File: src/rtl/pattern_scan_arbiter.sv
// -----------------------------------------------------------------------------
// pattern_scan_arbiter
//
// Shares one serial "110" pattern detector between two requesters. A
// round-robin arbiter picks a requester in IDLE, and its W-bit word is
// captured in LOAD. In SCAN the word is shifted MSB-first through a
// 3-state Mealy detector. DONE then returns a per-bit match map and a
// popcount to the requester that was served.
//
// Parameters
//   W          word width in bits (>= 3)
//   CNT_W      width of match_cnt, $clog2(W+1)
//   TOT_W      width of the saturating running total (16 in normal use)
//
// Ports
//   clk        in   1       rising-edge clock
//   reset      in   1       asynchronous, active-low reset
//   req        in   2       req[i]=1: requester i wants a scan
//   word0      in   W       word from requester 0
//   word1      in   W       word from requester 1
//   gnt        out  2       one-hot grant, high from LOAD through SCAN
//   busy       out  1       high in every state except IDLE
//   done       out  2       one-cycle pulse to the served requester
//   result     out  W       match map: bit k set iff bits k+2,k+1,k = 1,1,0
//   match_cnt  out  CNT_W   popcount of result
//   total_cnt  out  TOT_W   matches since reset, saturating at all-ones
// -----------------------------------------------------------------------------
module pattern_scan_arbiter #(
    parameter int unsigned W     = 16,
    parameter int unsigned CNT_W = $clog2(W + 1),
    parameter int unsigned TOT_W = 16
) (
    input  logic             clk,
    input  logic             reset,
    input  logic [1:0]       req,
    input  logic [W-1:0]     word0,
    input  logic [W-1:0]     word1,
    output logic [1:0]       gnt,
    output logic             busy,
    output logic [1:0]       done,
    output logic [W-1:0]     result,
    output logic [CNT_W-1:0] match_cnt,
    output logic [TOT_W-1:0] total_cnt
);

    localparam int unsigned IDX_W = $clog2(W);
    localparam logic [IDX_W-1:0] IDX_TOP = IDX_W'(W - 1);

    // Control FSM
    localparam logic [1:0] ST_IDLE = 2'd0;
    localparam logic [1:0] ST_LOAD = 2'd1;
    localparam logic [1:0] ST_SCAN = 2'd2;
    localparam logic [1:0] ST_DONE = 2'd3;

    // Detector: number of consecutive 1s seen so far (0, 1, >=2)
    localparam logic [1:0] DET_S0 = 2'd0;
    localparam logic [1:0] DET_S1 = 2'd1;
    localparam logic [1:0] DET_S2 = 2'd2;

    logic [1:0]       state;
    logic             sel;        // requester being served
    logic             last;       // requester served most recently
    logic             pick;       // arbitration result for this IDLE cycle
    logic [W-1:0]     shreg;      // captured word
    logic [W-1:0]     map;        // match map under construction
    logic [W-1:0]     map_nxt;
    logic [1:0]       det;
    logic [1:0]       det_nxt;
    logic             cur_bit;
    logic             hit;
    logic [IDX_W-1:0] idx;
    logic [CNT_W-1:0] cnt_nxt;
    logic [TOT_W:0]   tot_sum;

    // ------------------------------------------------------------------
    // Round-robin pick: a lone request always wins; with both pending the
    // requester that was not served last wins.
    // ------------------------------------------------------------------
    always_comb begin
        pick = 1'b0;
        case (req)
            2'b10:   pick = 1'b1;
            2'b11:   pick = ~last;
            default: pick = 1'b0;
        endcase
    end

    // ------------------------------------------------------------------
    // Mealy detector step for the bit currently under the index
    // ------------------------------------------------------------------
    assign cur_bit = shreg[idx];

    always_comb begin
        det_nxt = DET_S0;
        hit     = 1'b0;
        case (det)
            DET_S0: det_nxt = cur_bit ? DET_S1 : DET_S0;
            DET_S1: det_nxt = cur_bit ? DET_S2 : DET_S0;
            DET_S2: begin
                if (cur_bit) begin
                    det_nxt = DET_S2;
                end else begin
                    det_nxt = DET_S0;
                    hit     = 1'b1;
                end
            end
            default: det_nxt = DET_S0;
        endcase
    end

    // The last SCAN cycle publishes the map including its own bit, so the
    // result, count and total are all taken from the next-map value.
    always_comb begin
        map_nxt      = map;
        map_nxt[idx] = map[idx] | hit;
    end

    always_comb begin
        cnt_nxt = '0;
        for (int unsigned i = 0; i < W; i++) begin
            cnt_nxt = cnt_nxt + CNT_W'(map_nxt[i]);
        end
    end

    assign tot_sum = {1'b0, total_cnt} + (TOT_W + 1)'(cnt_nxt);

    // ------------------------------------------------------------------
    // Sequential state
    // ------------------------------------------------------------------
    always_ff @(posedge clk or negedge reset) begin
        if (!reset) begin
            state     <= ST_IDLE;
            sel       <= 1'b0;
            last      <= 1'b1;    // so that requester 0 wins the first tie
            shreg     <= '0;
            map       <= '0;
            det       <= DET_S0;
            idx       <= '0;
            result    <= '0;
            match_cnt <= '0;
            total_cnt <= '0;
        end else begin
            case (state)
                ST_IDLE: begin
                    if (req != 2'b00) begin
                        sel   <= pick;
                        last  <= pick;
                        state <= ST_LOAD;
                    end
                end

                ST_LOAD: begin
                    shreg <= sel ? word1 : word0;
                    det   <= DET_S0;
                    idx   <= IDX_TOP;
                    map   <= '0;
                    state <= ST_SCAN;
                end

                ST_SCAN: begin
                    det <= det_nxt;
                    map <= map_nxt;
                    if (idx == '0) begin
                        result    <= map_nxt;
                        match_cnt <= cnt_nxt;
                        total_cnt <= tot_sum[TOT_W] ? '1 : tot_sum[TOT_W-1:0];
                        state     <= ST_DONE;
                    end else begin
                        idx <= idx - 1'b1;
                    end
                end

                ST_DONE: begin
                    state <= ST_IDLE;
                end

                default: begin
                    state <= ST_IDLE;
                end
            endcase
        end
    end

    // ------------------------------------------------------------------
    // Outputs decoded from registered state
    // ------------------------------------------------------------------
    assign busy = (state != ST_IDLE);
    assign gnt  = (state == ST_LOAD || state == ST_SCAN) ? {sel, ~sel} : 2'b00;
    assign done = (state == ST_DONE) ? {sel, ~sel} : 2'b00;

endmodule
File: config.mk
export PLATFORM = sky130hd
export DESIGN_NAME = pattern_scan_arbiter
export DESIGN_NICKNAME = d
export VERILOG_FILES = /design/src/rtl/pattern_scan_arbiter.sv
export SDC_FILE = /design/constraint.sdc
export NUM_CORES = 1
export LEC_CHECK = 0
export CORE_UTILIZATION = 40
export DETAILED_ROUTE_END_ITERATION = 16
export SYNTH_ARGS = -nofsm -noshare
export SYNTH_HDL_FRONTEND = slang
export SYNTH_SLANG_ARGS = --single-unit
File: constraint.sdc
create_clock -name clk -period 8.55 [get_ports clk]
set_input_delay 2.1375 -clock clk [delete_from_list [all_inputs] [get_ports clk]]
set_output_delay 2.1375 -clock clk [all_outputs]
set_load 0.005 [all_outputs]
Word level (Yosys, flattened, before mapping)
Cells that the tools add are included. Widths: inputs -> output; s select.

Reduce and logical (&&, ||, !) cells: 13. Mux-type cells: 24. Equality and inequality tests: 10. Bitwise operators: 3. $lt $le $gt $ge: 2. Add/sub/neg operators: 17.

Operators with widths (count): $add 5x1->5 (11); $mux 16 (2); $pmux 16 s2 (1); $add 16x5->17 (1); $bwmux 16 (1); $eq 2x2->1 const B (5); $mux 2 (5); $bmux 1 s4 (2); $pmux 2 s2 (2); $pmux 2 s4 (1); $pmux 4 s2 (1); $reduce_and 2->1 (4); $mux 1 (6); $ne 2x2->1 const B (3); $reduce_bool 2->1 (3); $add 4x1->5 (1); $lt 4x5->1 const B (1); $add 3x1->4 (1); $demux 1 s4 (1); $eq 2x1->1 const B (2); $ge 4x1->1 const B (1); $logic_not 2->1 (2); $logic_not 4->1 (1); $mux 4 (1); other kinds (9) (10).

Logic and storage cells: 79. Register bits: 79. Output and inout port bits: 42.

Logic depth before layout (Yosys ltp)
Word-level depth: 23. Depth in mapped cells: 25.

Least setup slack after synthesis
OpenSTA, ideal clock, no wires.

Path type: reg-to-reg. From: reg idx[0]. To: reg total_cnt[8]. Cell stages (with the launch flop): 25. Buffers on the path: 3. Clock period less this slack: 6621 ps. Path slack: 1929 ps. Arrival: 6485 ps. Cells stage by stage: dfrtp_1 -> buf_6 -> mux4_1 -> mux2_2 -> nor2_1 -> a311o_2 -> buf_6 -> buf_2 -> mux2i_1 -> fa_1 -> inv_1 -> fa_1 -> fa_1 -> inv_1 -> fa_1 -> inv_1 -> ha_1 -> fa_1 -> fa_1 -> a21o_1 -> a21oi_1 -> o21bai_1 -> nand4_1 -> inv_1 -> or3b_2.

Cells in the longest elaborated chain, start to end: 23.

Ends and longest elaborated chain: start, declared (RTL line 71) `logic [IDX_W-1:0] idx;`; start signal, assigned (RTL line 169) `idx <= idx - 1'b1;`; $bmux 1 s4 (RTL line 91) `assign cur_bit = shreg[idx];`; $mux 1 (implied by the code) (RTL line 91); $mux 1 (RTL line 100) `if (cur_bit) begin`; $mux 1 (RTL line 96) `case (det)`; $or 1x1->1 (RTL line 115) `map_nxt[idx] = map[idx] | hit;`; $bwmux 16 * (RTL line 115); $add 1x1->2 (RTL line 121) `cnt_nxt = cnt_nxt + CNT_W'(map_nxt[i]);`; $add 2x1->3 (RTL line 121); $add 3x1->4 (RTL line 121); $add 4x1->5 (RTL line 121); $add 5x1->5 (10 in series) (RTL line 121); $add 5x1->5 * (RTL line 121); net cnt_nxt[1] (RTL line 72) `logic [CNT_W-1:0] cnt_nxt;`; $add 16x5->17 * (RTL line 125) `assign tot_sum = {1'b0, total_cnt} + (TOT_W + 1)'(cnt_nxt);`; $mux 16 * (RTL line 166) `total_cnt <= tot_sum[TOT_W] ? '1 : tot_sum[TOT_W-1:0];`; end signal, assigned (RTL line 166); end, declared (RTL line 43) `output logic [TOT_W-1:0] total_cnt`.

Mark *: on every way through the listed nets, which the timed path passes. The rest lies on a longest branch. The select of a mux whose other input is x is not followed. A chain may end at the register's enable or synchronous reset.

Worst setup path in the final report
Ends and elaborated chain as after synthesis.

==> impl_metrics.ini <==
[clock_tree]
cts_hold_buf = 0
clockRootBuffer = clkbuf_16
clk_latency_ns = 0.34
clk_pin_slew_ns = 0.06
cts_resized = 0
cts_buffers = 9
post_cts_buffers = 0
clk_path_buf_depth = 2
clock_sinks = 79
cts_tree = done
htree_num_levels = 3

[route]
drc = 0
wl_per_cell_um = 14.75
vias = 3714
finalWirelength_um = 10500
drt_iter0_drc = 166
antenna_left = 0
dr.pass1.iters = 4
via_per_inst = 5.216

[floorplanning]
core_um2 = 11470
die-area_um2 = 12240
pin_count = 78
die_w_um = 110.6
die_height_um = 110.6
rows = 39
start_util = 0.4116

[critical_path]
critPathKind = flip-flop to flip-flop
reg2regPathDepth = 21
required_ns = 8.76
worst_setup_path_end_kind = flip-flop
r2r-start = idx[0]
crit_start = idx[0]
critPathMaxFanout = 18
worst_setup_path_start_kind = flip-flop
worst-endpoint-arrival_ns = 7.46

[grt]
antenna_found_initial = 0
grt_use_total = 0.1816
grt_pass1_vias = 3748
grt_pass1_wl_um = 17990
grt_overflow = 0
grt_max_degree = 80

[logic_synthesis]
syn_inst = 496
yosys.area.top_type = dfrtp_1
synth_most_common_cell = nand2_1
synth.top_cells.by_count = nand2_1 (110), dfrtp_1 (78), nor2_1 (38), inv_1 (32), a21oi_1 (31)
yosys_warnings = 0
synthesis.nets = 565
yosysSeqAreaShare = 0.4191
syn_area_per_cell_um2 = 9.515
synth_cell_types = 47
ys.flop_type = dfrtp_1
yosys.area.top_type_share = 0.4136
ys_seq_elements = 79
synth_area_um2 = 4720
synth-edff-count = 0
async_flop_share = 1.000
netlist_top_cells_area = dfrtp_1 (41%), nand2_1 (8.7%), mux2i_1 (5.9%)

[sta]
fin_crit_sh = 0.8478
holdWs_ns = 0.4601
rsz0062_at_grt = no
setup_viol = 0
finalCriticalPeriod_ns = 7.249
hold_viol = 0
finalSetupTns_ns = 0
slew_viol_final = 0
max_slew_margin = 0.2928
clock_skew_ns = 0.005643
max_freq_mhz = 138.0
tightest_slew_ns = 1.061

[layout]
fillers = 1078
diodes = 0
regArea_um2 = 1978
drive_gt1_frac = 0.07557
syn2layout_area_growth_pct = 24.95
fin_area_um2 = 5897
layout.nets = 633
multi_input_area_um2 = 2499

[worst_hold_path]
hold_depth = 2
min-delay-start = result[11]
worst_hold_path_type = flip-flop to flip-flop

[pwr]
fin_total_pwr_uw = 1420
p_per_area_nw_per_um2 = 240.7
power_leakage_uw = 0.002854
peakVddDrop_mv = 0.2419

[place]
place_congestion = 0.8362
postPlaceCellArea_um2 = 5574
hpwlAfterDp_um = 7670
portBuffers = 77

[outcome]
status = complete, no violations

[run]
maxCapViolations = 0
[through the flow]
| step | instances | util | setup slack [ns] |
|---|---|---|---|
| floorplan | 496 | - | 1.929 |
| global placement | 696 | 0.4861 | 1.487 |
| detailed placement | 696 | 0.4861 | 1.318 |
| CTS | 712 | 0.5142 | 1.302 |
| global route | 712 | 0.5142 | 0.9108 |
| finish | 712 | 0.5142 | 1.301 |
[logic make-up (layout without fill, tap and decap cells)]
group | after synthesis | in the layout | share of synthesized area
and+or+nand+nor | 195 | 195 | 0.1776
adders and majority gates | 33 | 33 | 0.1050
AOI/OAI and AO/OA | 84 | 84 | 0.1185
DFF | 79 | 79 | 0.4191
muxes | 41 | 41 | 0.1135
buffers and inverters | 56 | 129 | 0.05143
xor gates and xnor gates | 8 | 8 | 0.01485
[power by group]
part	switching, µW	internal, µW
Clock	149	262
Sequential	56.5	434
Combinational	290	227
[state kept, by name, summed over array words and instances (netlist names), 2 cells and up]
signal     count
total_cnt     16
state          2
idx            4
det            2
map           16
match_cnt      5
result        16
shreg         16
[cells in the final DEF (no fill, tap or decap), types with 2 or more instances in the layout]
cell             instances
o22a_1                   4
a31oi_1                  3
a21oi_1                 31
bufinv_16                2
fa_1                    11
o22ai_2                  4
xor2_1                   5
o21ai_0                 17
and3_1                   6
nor2b_1                  4
a41oi_1                  2
nand2_1                110
mux2_2                   5
clkdlybuf4s50_1         76
mux2i_1                 28
and2_1                   4
clkinv_2                 3
xnor2_1                  3
o21bai_1                 2
o21ai_2                  6
nand3_1                 20
clkbuf_16                9
mux4_2                   3
dfrtp_1                 78
ha_1                    22
inv_1                   32
a21o_1                   4
buf_4                    5
nand4_1                  5
nor2_1                  38
nor3_1                   3
mux4_1                   5
a32o_1                   2
o32a_1                   2
[worst paths after layout]
path                                      to  slack, ns
worst min register to register    result[11]       0.46
worst min-delay path              result[11]       0.46
min in group asynchronous       match_cnt[2]       1.94
worst max register to register  total_cnt[8]       1.30
max in group asynchronous             map[6]       5.91
worst max-delay path            total_cnt[8]       1.30
[critical path, cell delays in order, from the launching register on]
cell and delay, ns:
dfrtp_1 0.66, mux4_1 0.62, mux2_2 0.28, nor2_1 0.12, a311o_2 0.36, mux2i_1 0.18
fa_1 0.56, inv_1 0.06, fa_1 0.51, fa_1 0.55, inv_1 0.05, fa_1 0.47
inv_1 0.04, ha_1 0.20, fa_1 0.52, fa_1 0.45, a21o_1 0.19, a21oi_1 0.21
o21bai_1 0.19, nand4_1 0.31, inv_1 0.12, or3b_2 0.47
[layout make-up]
| class | instances | area share |
|---|---|---|
| Tap cell | 143 | 0.03034 |
| Clock inverter | 6 | 0.01422 |
| Clock buffer | 10 | 0.04053 |
| Multi-Input combinational cell | 361 | 0.4237 |
| Timing Repair Buffer | 81 | 0.1354 |
| Sequential cell | 79 | 0.3355 |
| Inverter | 32 | 0.02037 |
[routing by layer]
| metal | global-route usage | wire (µm) | up-vias |
|---|---|---|---|
| met2 | 0.2973 | 4936 | 71 |
| met4 | 0.06311 | 161 | 0 |
| met3 | 0.03348 | 319 | 13 |
| li1 | - | - | 1830 |
| met5 | 0 | 0 | - |
| met1 | 0.2414 | 5087 | 1800 |
(Power assumes the default switching activity.)
